[src/rtl/brick_field_drawer_if.sv]
// Brick-collision query port between the ball logic (master) and the
// brick field drawer (slave). A query is a hit_req strobe with a pixel
// coordinate; the drawer answers with a hit_done pulse and hit_brick.
interface brick_field_drawer_if;
  logic       hit_req;
  logic [9:0] hit_x;
  logic [8:0] hit_y;
  logic       hit_busy;
  logic       hit_done;
  logic       hit_brick;

  modport master (
    output hit_req, hit_x, hit_y,
    input  hit_busy, hit_done, hit_brick
  );

  modport slave (
    input  hit_req, hit_x, hit_y,
    output hit_busy, hit_done, hit_brick
  );
endinterface

[src/rtl/brick_field_drawer.sv]
// Brick field drawer: renders an R x C brick field inside the playfield
// border, owns the brick present bits and answers collision queries.
// Raster position inside the field is tracked with counters, the query
// path divides by repeated subtraction, so no divider is built.
// Optional: define BRICK_OUTLINE_EN to draw a dark one-pixel outline
// around every present brick; without it bricks are solid colour.
module brick_field_drawer #(
  parameter int unsigned BORDER_WIDTH   = 8,
  parameter int unsigned BLOCK_WIDTH    = 48,
  parameter int unsigned BLOCK_HEIGHT   = 16,
  parameter int unsigned BLOCKS_PER_ROW = 13,
  parameter int unsigned NUM_ROWS       = 4,
  parameter logic [5:0]  ROW_COLOR_0    = 6'b110000,
  parameter logic [5:0]  ROW_COLOR_1    = 6'b111000,
  parameter logic [5:0]  ROW_COLOR_2    = 6'b001100,
  parameter logic [5:0]  ROW_COLOR_3    = 6'b000011
) (
  input  logic                       clk,
  input  logic                       nRst,
  input  logic [9:0]                 hpos,
  input  logic [8:0]                 vpos,
  input  logic                       new_frame,
  input  logic                       new_line,
  input  logic                       level_load,
  brick_field_drawer_if.slave        hit,
  output logic                       block_en,
  output logic [5:0]                 color,
  output logic [7:0]                 blocks_left,
  output logic                       all_clear
);

  localparam int unsigned NUM_BRICKS = NUM_ROWS * BLOCKS_PER_ROW;
  localparam logic [10:0] X_LO       = 11'(BORDER_WIDTH);
  localparam logic [10:0] X_HI       = 11'(BORDER_WIDTH + BLOCKS_PER_ROW * BLOCK_WIDTH);
  localparam logic [9:0]  Y_LO       = 10'(BORDER_WIDTH);
  localparam logic [9:0]  Y_HI       = 10'(BORDER_WIDTH + NUM_ROWS * BLOCK_HEIGHT);
  localparam logic [9:0]  BORDER_X   = 10'(BORDER_WIDTH);
  localparam logic [8:0]  BORDER_Y   = 9'(BORDER_WIDTH);
  localparam logic [9:0]  BW         = 10'(BLOCK_WIDTH);
  localparam logic [9:0]  PIX_LAST   = 10'(BLOCK_WIDTH - 1);
  localparam logic [8:0]  BH         = 9'(BLOCK_HEIGHT);
  localparam logic [8:0]  LINE_LAST  = 9'(BLOCK_HEIGHT - 1);
  localparam logic [7:0]  COLS       = 8'(BLOCKS_PER_ROW);
  localparam logic [7:0]  BRICK_CNT  = 8'(NUM_BRICKS);
  // Brick bits live in a 256-bit vector so an 8-bit index always fits;
  // bits above NUM_BRICKS stay zero.
  localparam logic [255:0] FULL_MASK = (256'd1 << NUM_BRICKS) - 256'd1;

  typedef enum logic [2:0] {S_IDLE, S_DIVX, S_DIVY, S_CHECK, S_DONE} hit_state_t;

  // Raster tracking
  logic [9:0] pix_reg;
  logic [4:0] col_reg;
  logic [8:0] line_reg;
  logic [3:0] row_reg;
  logic       v_started_reg;
  logic       v_in_reg;
  logic       h_in;
  logic       v_in_now;

  // Brick state and query path
  hit_state_t   st_reg;
  logic [255:0] state_reg;
  logic [7:0]   left_reg;
  logic [9:0]   qx_reg;
  logic [8:0]   qy_reg;
  logic [4:0]   qcol_reg;
  logic [3:0]   qrow_reg;
  logic         busy_reg;
  logic         done_reg;
  logic         brick_reg;
  logic         q_in_field;
  logic [7:0]   q_idx;

  // Draw path
  logic [7:0] draw_idx;
  logic [5:0] row_color;
  logic [5:0] brick_color;

  assign h_in       = ({1'b0, hpos} >= X_LO) && ({1'b0, hpos} < X_HI);
  assign v_in_now   = ({1'b0, vpos} >= Y_LO) && ({1'b0, vpos} < Y_HI);
  assign q_in_field = ({1'b0, hit.hit_x} >= X_LO) && ({1'b0, hit.hit_x} < X_HI) &&
                      ({1'b0, hit.hit_y} >= Y_LO) && ({1'b0, hit.hit_y} < Y_HI);
  assign q_idx      = {4'd0, qrow_reg} * COLS + {3'd0, qcol_reg};
  assign draw_idx   = {4'd0, row_reg} * COLS + {3'd0, col_reg};

  // Track brick row/line vertically and brick column/pixel horizontally
  always_ff @(posedge clk or negedge nRst) begin
    if (!nRst) begin
      pix_reg       <= '0;
      col_reg       <= '0;
      line_reg      <= '0;
      row_reg       <= '0;
      v_started_reg <= 1'b0;
      v_in_reg      <= 1'b0;
    end else begin
      // The first in-field line of a frame is line 0 of row 0; later
      // in-field lines advance the counters.
      if (new_frame) begin
        row_reg       <= '0;
        line_reg      <= '0;
        v_started_reg <= new_line & v_in_now;
      end else if (new_line && v_in_now) begin
        if (!v_started_reg) begin
          v_started_reg <= 1'b1;
        end else if (line_reg == LINE_LAST) begin
          line_reg <= '0;
          row_reg  <= row_reg + 4'd1;
        end else begin
          line_reg <= line_reg + 9'd1;
        end
      end
      if (new_line) begin
        pix_reg  <= '0;
        col_reg  <= '0;
        v_in_reg <= v_in_now;
      end else if (h_in) begin
        if (pix_reg == PIX_LAST) begin
          pix_reg <= '0;
          col_reg <= col_reg + 5'd1;
        end else begin
          pix_reg <= pix_reg + 10'd1;
        end
      end
    end
  end

  // Row colour cycles every four rows
  always_comb begin
    row_color = ROW_COLOR_0;
    case (row_reg[1:0])
      2'd0: row_color = ROW_COLOR_0;
      2'd1: row_color = ROW_COLOR_1;
      2'd2: row_color = ROW_COLOR_2;
      2'd3: row_color = ROW_COLOR_3;
      default: row_color = ROW_COLOR_0;
    endcase
  end

`ifdef BRICK_OUTLINE_EN
  logic on_edge;
  assign on_edge     = (pix_reg == 10'd0) || (pix_reg == PIX_LAST) ||
                       (line_reg == 9'd0) || (line_reg == LINE_LAST);
  assign brick_color = on_edge ? 6'b000000 : row_color;
`else
  assign brick_color = row_color;
`endif

  // Register the pixel output one clk behind hpos
  always_ff @(posedge clk or negedge nRst) begin
    if (!nRst) begin
      block_en <= 1'b0;
      color    <= '0;
    end else if (h_in && v_in_reg && state_reg[draw_idx]) begin
      block_en <= 1'b1;
      color    <= brick_color;
    end else begin
      block_en <= 1'b0;
      color    <= '0;
    end
  end

  // Query FSM; also owns the brick bits so level_load and a clear never race
  always_ff @(posedge clk or negedge nRst) begin
    if (!nRst) begin
      st_reg    <= S_IDLE;
      state_reg <= FULL_MASK;
      left_reg  <= BRICK_CNT;
      qx_reg    <= '0;
      qy_reg    <= '0;
      qcol_reg  <= '0;
      qrow_reg  <= '0;
      busy_reg  <= 1'b0;
      done_reg  <= 1'b0;
      brick_reg <= 1'b0;
    end else if (level_load) begin
      st_reg    <= S_IDLE;
      state_reg <= FULL_MASK;
      left_reg  <= BRICK_CNT;
      busy_reg  <= 1'b0;
      done_reg  <= 1'b0;
      brick_reg <= 1'b0;
    end else begin
      case (st_reg)
        S_IDLE: begin
          done_reg <= 1'b0;
          if (hit.hit_req) begin
            busy_reg  <= 1'b1;
            brick_reg <= 1'b0;
            qcol_reg  <= '0;
            qrow_reg  <= '0;
            qx_reg    <= hit.hit_x - BORDER_X;
            qy_reg    <= hit.hit_y - BORDER_Y;
            if (q_in_field) begin
              st_reg <= S_DIVX;
            end else begin
              done_reg <= 1'b1;
              st_reg   <= S_DONE;
            end
          end
        end
        S_DIVX: begin
          if (qx_reg >= BW) begin
            qx_reg   <= qx_reg - BW;
            qcol_reg <= qcol_reg + 5'd1;
          end else begin
            st_reg <= S_DIVY;
          end
        end
        S_DIVY: begin
          if (qy_reg >= BH) begin
            qy_reg   <= qy_reg - BH;
            qrow_reg <= qrow_reg + 4'd1;
          end else begin
            st_reg <= S_CHECK;
          end
        end
        S_CHECK: begin
          brick_reg <= state_reg[q_idx];
          done_reg  <= 1'b1;
          if (state_reg[q_idx]) begin
            state_reg[q_idx] <= 1'b0;
            left_reg         <= left_reg - 8'd1;
          end
          st_reg <= S_DONE;
        end
        S_DONE: begin
          done_reg <= 1'b0;
          busy_reg <= 1'b0;
          st_reg   <= S_IDLE;
        end
        default: st_reg <= S_IDLE;
      endcase
    end
  end

  assign hit.hit_busy  = busy_reg;
  assign hit.hit_done  = done_reg;
  assign hit.hit_brick = brick_reg;
  assign blocks_left   = left_reg;
  assign all_clear     = (left_reg == 8'd0);

endmodule

[src/flat_wrapper.sv]
// flat-port wrapper written by rule: the top's interface ports become plain ports
module brick_field_drawer_flat 
#(
  parameter int unsigned BORDER_WIDTH   = 8,
  parameter int unsigned BLOCK_WIDTH    = 48,
  parameter int unsigned BLOCK_HEIGHT   = 16,
  parameter int unsigned BLOCKS_PER_ROW = 13,
  parameter int unsigned NUM_ROWS       = 4,
  parameter logic [5:0]  ROW_COLOR_0    = 6'b110000,
  parameter logic [5:0]  ROW_COLOR_1    = 6'b111000,
  parameter logic [5:0]  ROW_COLOR_2    = 6'b001100,
  parameter logic [5:0]  ROW_COLOR_3    = 6'b000011
)
  (clk, nRst, hpos, vpos, new_frame, new_line, level_load, block_en, color, blocks_left, all_clear, hit_hit_req, hit_hit_x, hit_hit_y, hit_hit_busy, hit_hit_done, hit_hit_brick);
  brick_field_drawer_if hit_i ();
  input  logic clk;
  input  logic nRst;
  input  logic [9:0] hpos;
  input  logic [8:0] vpos;
  input  logic new_frame;
  input  logic new_line;
  input  logic level_load;
  output logic block_en;
  output logic [5:0] color;
  output logic [7:0] blocks_left;
  output logic all_clear;
  input wire logic [$bits(hit_i.hit_req)-1:0] hit_hit_req;
  input wire logic [$bits(hit_i.hit_x)-1:0] hit_hit_x;
  input wire logic [$bits(hit_i.hit_y)-1:0] hit_hit_y;
  output wire logic [$bits(hit_i.hit_busy)-1:0] hit_hit_busy;
  output wire logic [$bits(hit_i.hit_done)-1:0] hit_hit_done;
  output wire logic [$bits(hit_i.hit_brick)-1:0] hit_hit_brick;
  assign hit_i.hit_req = hit_hit_req;
  assign hit_i.hit_x = hit_hit_x;
  assign hit_i.hit_y = hit_hit_y;
  assign hit_hit_busy = hit_i.hit_busy;
  assign hit_hit_done = hit_i.hit_done;
  assign hit_hit_brick = hit_i.hit_brick;
  brick_field_drawer #(.BORDER_WIDTH(BORDER_WIDTH), .BLOCK_WIDTH(BLOCK_WIDTH), .BLOCK_HEIGHT(BLOCK_HEIGHT), .BLOCKS_PER_ROW(BLOCKS_PER_ROW), .NUM_ROWS(NUM_ROWS), .ROW_COLOR_0(ROW_COLOR_0), .ROW_COLOR_1(ROW_COLOR_1), .ROW_COLOR_2(ROW_COLOR_2), .ROW_COLOR_3(ROW_COLOR_3)) u_core (.clk(clk), .nRst(nRst), .hpos(hpos), .vpos(vpos), .new_frame(new_frame), .new_line(new_line), .level_load(level_load), .hit(hit_i), .block_en(block_en), .color(color), .blocks_left(blocks_left), .all_clear(all_clear));
endmodule
[config.mk]
export PLATFORM = sky130hd
export DESIGN_NAME = brick_field_drawer_flat
export DESIGN_NICKNAME = d
export VERILOG_FILES = /design/src/rtl/brick_field_drawer_if.sv /design/src/rtl/brick_field_drawer.sv /design/src/flat_wrapper.sv
export SDC_FILE = /design/constraint.sdc
export NUM_CORES = 1
export LEC_CHECK = 0
export BUFFER_PORTS_ARGS = -buffer_cell sky130_fd_sc_hd__buf_2
export CAP_MARGIN = 20
export CORE_ASPECT_RATIO = 2
export CORE_UTILIZATION = 60
export CTS_BUF_LIST = sky130_fd_sc_hd__clkbuf_8
export DETAILED_ROUTE_END_ITERATION = 12
export GPL_ROUTABILITY_DRIVEN = 1
export MAX_ROUTING_LAYER = met4
export PLACE_DENSITY = 0.76
export SLEW_MARGIN = 20
export SYNTH_ARGS = -nofsm -noshare
export SYNTH_HDL_FRONTEND = slang
export SYNTH_SLANG_ARGS = --single-unit
[constraint.sdc]
create_clock -name clk -period 8 [get_ports clk]
set_input_delay 0.8 -clock clk [delete_from_list [all_inputs] [get_ports clk]]
set_output_delay 0.8 -clock clk [all_outputs]
set_load 0.05 [all_outputs]
==> results of run 1 <==
-- power groups by stage --
stage / registers, mW / logic (mW) / clock network [mW]
6_report: 1.73 / 0.673 / 1.37
4_1_cts: 1.73 / 0.675 / 1.39
2_1_floorplan: 1.75 / 0.473 / 0
5_1_grt: 1.73 / 0.723 / 1.45
3_5_place_dp: 1.76 / 0.673 / 0
3_3_place_gp: 1.76 / 0.663 / 0
-- worst max-delay path, stage by stage, from the launching register on --
cell and delay (ns):
dfrtp_1 0.47, ha_1 0.37, ha_1 0.31, fa_1 0.48
ha_1 0.45, xor2_4 0.55, buf_12 0.32, mux2i_1 0.15
mux2i_1 0.15, mux2i_1 0.17, mux2i_1 0.41, o22a_1 0.38
and4_2 0.92, buf_4 0.47, a21oi_1 0.12
-- layer usage --
metal	routed length (µm)	global-route usage	vias up
met5	0	-	-
met4	2860	0.173	0
met3	2310	0.0368	173
met2	27000	0.561	515
met1	17500	0.341	7269
li1	-	-	6398
-- cell type report --
class                      count  area (µm²)
tap                          427         534
timing repair buffer          78         494
fill                        2463       11100
clock buffer                  60         826
clock inverter                23         134
sequential                   329        8300
inverter                      54         203
multi-input combinational   1264       10600
-- kinds of logic (layout without fill, tap and decap cells) --
family	count (synthesis)	in the layout	share of synthesized area
flip-flops	329	329	0.424
buffers and inverters	180	215	0.0413
AO/OA/AOI/OAI	377	377	0.122
multiplexers	226	226	0.205
AND/OR/NAND/NOR	566	566	0.150
adder cells (fa/ha/maj)	60	60	0.0406
XOR/XNOR	35	35	0.0176
-- layout by cell type, fill, tap and decap left out, types with 5 or more instances in the layout --
cell      Yosys  layout
nor2b_1       7       7
dfstp_2      55      55
mux2i_1      81      81
nand2b_1    192     192
inv_1        54      67
nor2_1      195     195
xnor2_1       9       8
clkinv_2      0       5
xor2_1       24      23
a311oi_1     27      27
buf_4         6      18
a21oi_1     194     194
a21o_1        7       7
and3_1        9       9
dfrtp_1     274     274
buf_2        35      54
nand2_1      67      67
or3_1         9       9
mux2_2        6       6
nor3b_1       9       9
nand3_1      20      20
a31oi_1      10      10
o21ai_0      39      39
fa_1          6       6
a21oi_2      61      61
clkbuf_8      0      60
or2_2         7       7
nand4_1       9       9
ha_1         54      50
mux4_2      139     139
or4_1         5       5
nor3_1       17      17
-- stage by stage --
stage	instance area, µm²	setup WS (ns)
4_1_cts	21000	2.15
3_3_place_gp	20100	2.26
3_5_place_dp	20100	2.16
6_report	21000	2.10
2_1_floorplan	19600	3.70
5_1_grt	21000	1.91
-- how the worst max path moves through the flow --
| stage | start | cells past startpoint | slack, ns | end |
|---|---|---|---|---|
| after global placement | u_core.qrow_reg[0]$_DFFE_PN0P_ | 14 | 2.26 | u_core.state_reg[108]$_DFFE_PN0P_ |
| final | u_core.qrow_reg[0]$_DFFE_PN0P_ | 14 | 2.10 | u_core.state_reg[108]$_DFFE_PN0P_ |
| after CTS | u_core.qrow_reg[0]$_DFFE_PN0P_ | 14 | 2.15 | u_core.state_reg[108]$_DFFE_PN0P_ |
| after floorplan | u_core.row_reg[0]$_DFFE_PN0P_ | 14 | 3.70 | u_core.color[4]$_DFF_PN0_ |
| after detailed placement | u_core.qrow_reg[0]$_DFFE_PN0P_ | 14 | 2.16 | u_core.state_reg[109]$_DFFE_PN0P_ |
| after global routing | u_core.qrow_reg[0]$_DFFE_PN0P_ | 14 | 1.91 | u_core.state_reg[111]$_DFFE_PN0P_ |
==> metrics.txt, run 1 <==
post-synthesis sequential area ratio=0.424; worst r2r src=u_core.qrow_reg[0]$_DFFE_PN0P_; CTS Hold Bufs=0; Final ANT Viol Nets=0; number of synthesized flops with an enable pin=0; Initial Util=0.610; fmax=0.169 GHz; Layout area overhead=7.45%; drt total wl=49600 µm; CP Capture Type=register; synthesized area per cell=11.0 µm²; # rows=93; cell-internal power=2.65 mW; CTS resizes=0; Buffers on Ports=56; fin crit share=0.738; vias in the first global route=15100; worst-margin pin slew=1.18 ns; post-synth net total=1877; maximum VDD drop=0.126 mV; global-route usage over all layers=0.318; Hold WS=0.245 ns; RSZ-0062 raised after global routing=false; chip width=130 µm; full die area=0.0334 mm²; Die Y=258 µm; number of antenna violations at the first check in global routing=0; fin. max-slew vios=0; Synth Instances=about 1800; pin count of the biggest net entering global routing=between 150 and 200; Initial DRC Count=1108; post-synth top area cell=dfrtp_1; setup bufs post-CTS=0; Cells after DPL=between 2000 and 2500; outcome=complete, no violations; LEAKAGE=8.64 nW; I/O Pins=63; clk_skew=around 0.015 ns; detailed placement HPWL=32300 µm; clock sink count=329; DRT Pass-1 Iters=5; Final GP Congestion=0.850; reg-to-reg slack, setup=2.10 ns; Final Hold Viols=0; Final TNS setup=0 ns; post-synthesis cell area=0.0196 mm²; WS Path Type=register to register; combinational power share=0.179; Bufs on Longest Clock Path=3; CTS tree=built; FFs w/ async S/R, synth=1.00; clk root buf=clkbuf_8; clock-pin slew on the worst setup and hold paths=0.07 ns; cts bufs inserted=45; share of layout cells above drive strength 1=0.243; Synth Flop Type=dfrtp_1; Avg WL per Cell=between 20 and 25 µm; first-pass GRT wire length=just under 80000 µm; CP Launch Type=register; CP max FO=37; cell with the most instances after synthesis=dfrtp_1; clock power share=0.363; clock period minus final worst setup slack=between 5 and 6 ns; # setup viols final=0; synth cell count leaders=dfrtp_1, nor2_1, a21oi_1; post-layout util=0.655; Clock Latency Late Sink=0.60 ns; Seq pwr share=0.458; FF+latch count, synth=around 330; CP arrival=6.36 ns; routed vias/inst=about 6.4; PwrDens=179 mW/mm²; final layout net count=1876; Placeable Area=0.0321 mm²; normalized max-slew margin=0.214; Largest register FFs=around 260; worst min-delay path category=primary input to asynchronous set/reset pin; R2R depth=14; Distinct cells, synth=67; Sw Share=0.298; P_sw=1.12 mW; Post-route DRC=0; Ys Warns=0; post-synth top area share=0.350; Area contributors post-synth=dfrtp_1, mux4_2, dfstp_2, nand2b_1, a21oi_1; Ant. Diodes=0; Reg-to-Reg End=u_core.state_reg[108]$_DFFE_PN0P_; grt total ovfl=0; max cap viols=0; DR vias=14400; CP Data Required Time=8.46 ns; depth of the CTS H-tree=2; Post-Layout Cell Count=2235; Final Power=3.77 mW
Power figures use the tool's default switching activity.
==> inputs of run 2 (changes only) <==
==> constraint.sdc (replaced) <==
create_clock -name clk -period 6.2 [get_ports clk]
set_input_delay 0.62 -clock clk [delete_from_list [all_inputs] [get_ports clk]]
set_output_delay 0.62 -clock clk [all_outputs]
set_load 0.05 [all_outputs]
==> metrics.txt, run 2 (synthesis gave the netlist of run 1 again) <==
pin count of the biggest net entering global routing=178 (was 171); Post-route DRC=0 (unchanged); Final GP Congestion=0.857 (was 0.850); share of layout cells above drive strength 1=0.240 (was 0.243); Initial DRC Count=1110 (was 1108); Largest register FFs=256 (unchanged); vias in the first global route=15300 (was 15100); cts bufs inserted=46 (was 45); Final Hold Viols=0 (unchanged); final layout net count=1884 (was 1876); Fill cells=2442 (was 2463); # rows=93 (unchanged); CP Capture Type=register (unchanged); worst-margin pin slew=1.12 ns (was 1.18 ns); normalized max-slew margin=0.249 (was 0.214); # setup viols final=0 (unchanged); Placeable Area=0.0321 mm² (unchanged); Avg WL per Cell=22.3 µm (was 22.2 µm); LEAKAGE=8.70 nW (was 8.64 nW); fmax=0.186 GHz (was 0.169 GHz); WS Path Type=register to register (unchanged); Buffers on Ports=56 (unchanged); outcome=complete, no violations (unchanged); Final Instance Area=0.0211 mm² (was 0.0210 mm²); Cells after DPL=2158 (was 2152); Post-Layout Cell Count=2243 (was 2235); fin crit share=0.869 (was 0.738); CTS resizes=0 (unchanged); Die Y=258 µm (unchanged); detailed placement HPWL=32400 µm (was 32300 µm); number of antenna violations at the first check in global routing=1 (was 0); R2R depth=13 (was 14); Sw Share=0.305 (was 0.298); depth of the CTS H-tree=2 (unchanged); clock power share=0.349 (was 0.363); clock-pin slew on the worst setup and hold paths=0.08 ns (was 0.07 ns); Final TNS setup=0 ns (unchanged); DRT Pass-1 Iters=5 (unchanged); grt total ovfl=0 (unchanged); Initial Util=0.610 (unchanged); Layout area overhead=7.72% (was 7.45%); first-pass GRT wire length=78700 µm (about the same); global-route usage over all layers=0.320 (was 0.318); DP Area=0.0202 mm² (was 0.0201 mm²); RSZ-0062 raised after global routing=false (unchanged); setup bufs post-CTS=0 (unchanged); fin. max-slew vios=0 (unchanged); worst min-delay path category=primary input to register (was primary input to asynchronous set/reset pin); DR vias=14400 (about the same); chip width=130 µm (unchanged); drt total wl=49900 µm (was 49600 µm); Bufs on Longest Clock Path=3 (unchanged); Seq pwr share=0.465 (was 0.458); CP Data Required Time=6.62 ns (was 8.46 ns); CP arrival=5.81 ns (was 6.36 ns); P_sw=1.46 mW (was 1.12 mW); maximum VDD drop=0.146 mV (was 0.126 mV); full die area=0.0334 mm² (unchanged); Final ANT Viol Nets=0 (unchanged); clk_skew=0.0312 ns (was 0.0148 ns); WHS Path Cells=3; cell-internal power=3.33 mW (was 2.65 mW); clock sink count=329 (unchanged); commonest non-fill, non-tap cell in the layout=dfrtp_1 (unchanged); CTS tree=built (unchanged); clk root buf=clkbuf_8 (unchanged); max cap viols=0 (unchanged); most frequent cells in the layout=dfrtp_1, nor2_1, a21oi_1 (unchanged); post-layout util=0.657 (was 0.655); Hold WS=0.234 ns (was 0.245 ns); CP Launch Type=register (unchanged); PwrDens=227 mW/mm² (was 179 mW/mm²); routed vias/inst=6.43 (was 6.42); Clock Latency Late Sink=0.62 ns (was 0.60 ns); CP max FO=20 (was 37); clock period minus final worst setup slack=5.39 ns (was 5.90 ns); combinational power share=0.186 (was 0.179); I/O Pins=63 (unchanged)
-- run 2: changes by cell type in the layout (fill, tap and decap cells not counted), sizes merged --
cell | before | now
buf | 78 | 84
bufinv | 1 | 0
clkbuf | 60 | 56
clkinv | 5 | 2
clkinvlp | 4 | 1
diode | 0 | 1
dlygate4sd3 | 0 | 1
inv | 67 | 78
-- run 2: worst max-delay path, stage by stage, from the launching register on --
cell      delay [ns]
dfrtp_1         0.47
ha_1            0.35
ha_1            0.31
fa_1            0.48
ha_1            0.46
a21o_1          0.18
a21oi_2         0.10
xnor2_4         0.64
mux2i_1         0.26
mux2i_1         0.47
o22ai_2         0.32
nor4_4          0.78
buf_12          0.25
a311oi_1        0.12
-- run 2: cell type report --
cell class / instances / area (µm²) / area share
Multi-Input combinational cell: 1264 / 10600 / 0.500
Sequential cell: 329 / 8300 / 0.393
Clock buffer: 56 / 771 / 0.0365
Timing Repair Buffer: 85 / 621 / 0.0294
Tap cell: 427 / 534 / 0.0253
Inverter: 54 / 203 / 0.00961
Clock inverter: 27 / 108 / 0.00510
Antenna cell: 1 / 2.50 / 0.000119
-- run 2: repair_timing --
| item | CTS | global route |
|---|---|---|
| hold endpoints to repair | 63 | 0 |
| hold buffers | 1 | 0 |
| endpoints found under the setup margin | 0 | 0 |
-- run 2: metrics by stage --
step | power [mW] | setup slack [ns]
finish | 4.80 | 0.812
global route | 4.96 | 0.606
CTS | 4.82 | 0.853
detailed placement | 3.16 | 0.899
global placement | 3.14 | 1.03
floorplan | 2.87 | 1.90
-- run 2: layer usage --
layer  vias to the layer above  track usage  share of wire  wire [µm]
met3                       203       0.0422          0.047       2370
met5                         -            -              0          0
li1                       6418            -              -          -
met4                         0        0.206          0.066       3300
met1                      7302        0.328           0.34      17200
met2                       507        0.562           0.54      27100
-- run 2: path summary, 6_finish.rpt --
kind	startpoint	slack, ns	endpoint
worst max-delay path	u_core.qrow_reg[0]$_DFFE_PN0P_	0.81	u_core.state_reg[163]$_DFFE_PN0P_
worst min-delay path	hit_hit_y[2]	0.23	u_core.qy_reg[2]$_DFFE_PN0P_
worst max register to register	u_core.qrow_reg[0]$_DFFE_PN0P_	0.81	u_core.state_reg[163]$_DFFE_PN0P_
worst min register to register	u_core.qy_reg[2]$_DFFE_PN0P_	0.48	u_core.qy_reg[2]$_DFFE_PN0P_
max in group asynchronous	nRst	4.20	u_core.line_reg[2]$_DFFE_PN0P_
min in group asynchronous	nRst	0.59	u_core.qy_reg[0]$_DFFE_PN0P_
-- run 2: power groups by stage --
stage	Sequential, mW	Clock (mW)	Combinational [mW]
2_1_floorplan	2.26	0	0.610
3_3_place_gp	2.26	0	0.877
3_5_place_dp	2.27	0	0.888
4_1_cts	2.23	1.70	0.891
5_1_grt	2.23	1.77	0.948
6_report	2.23	1.68	0.890
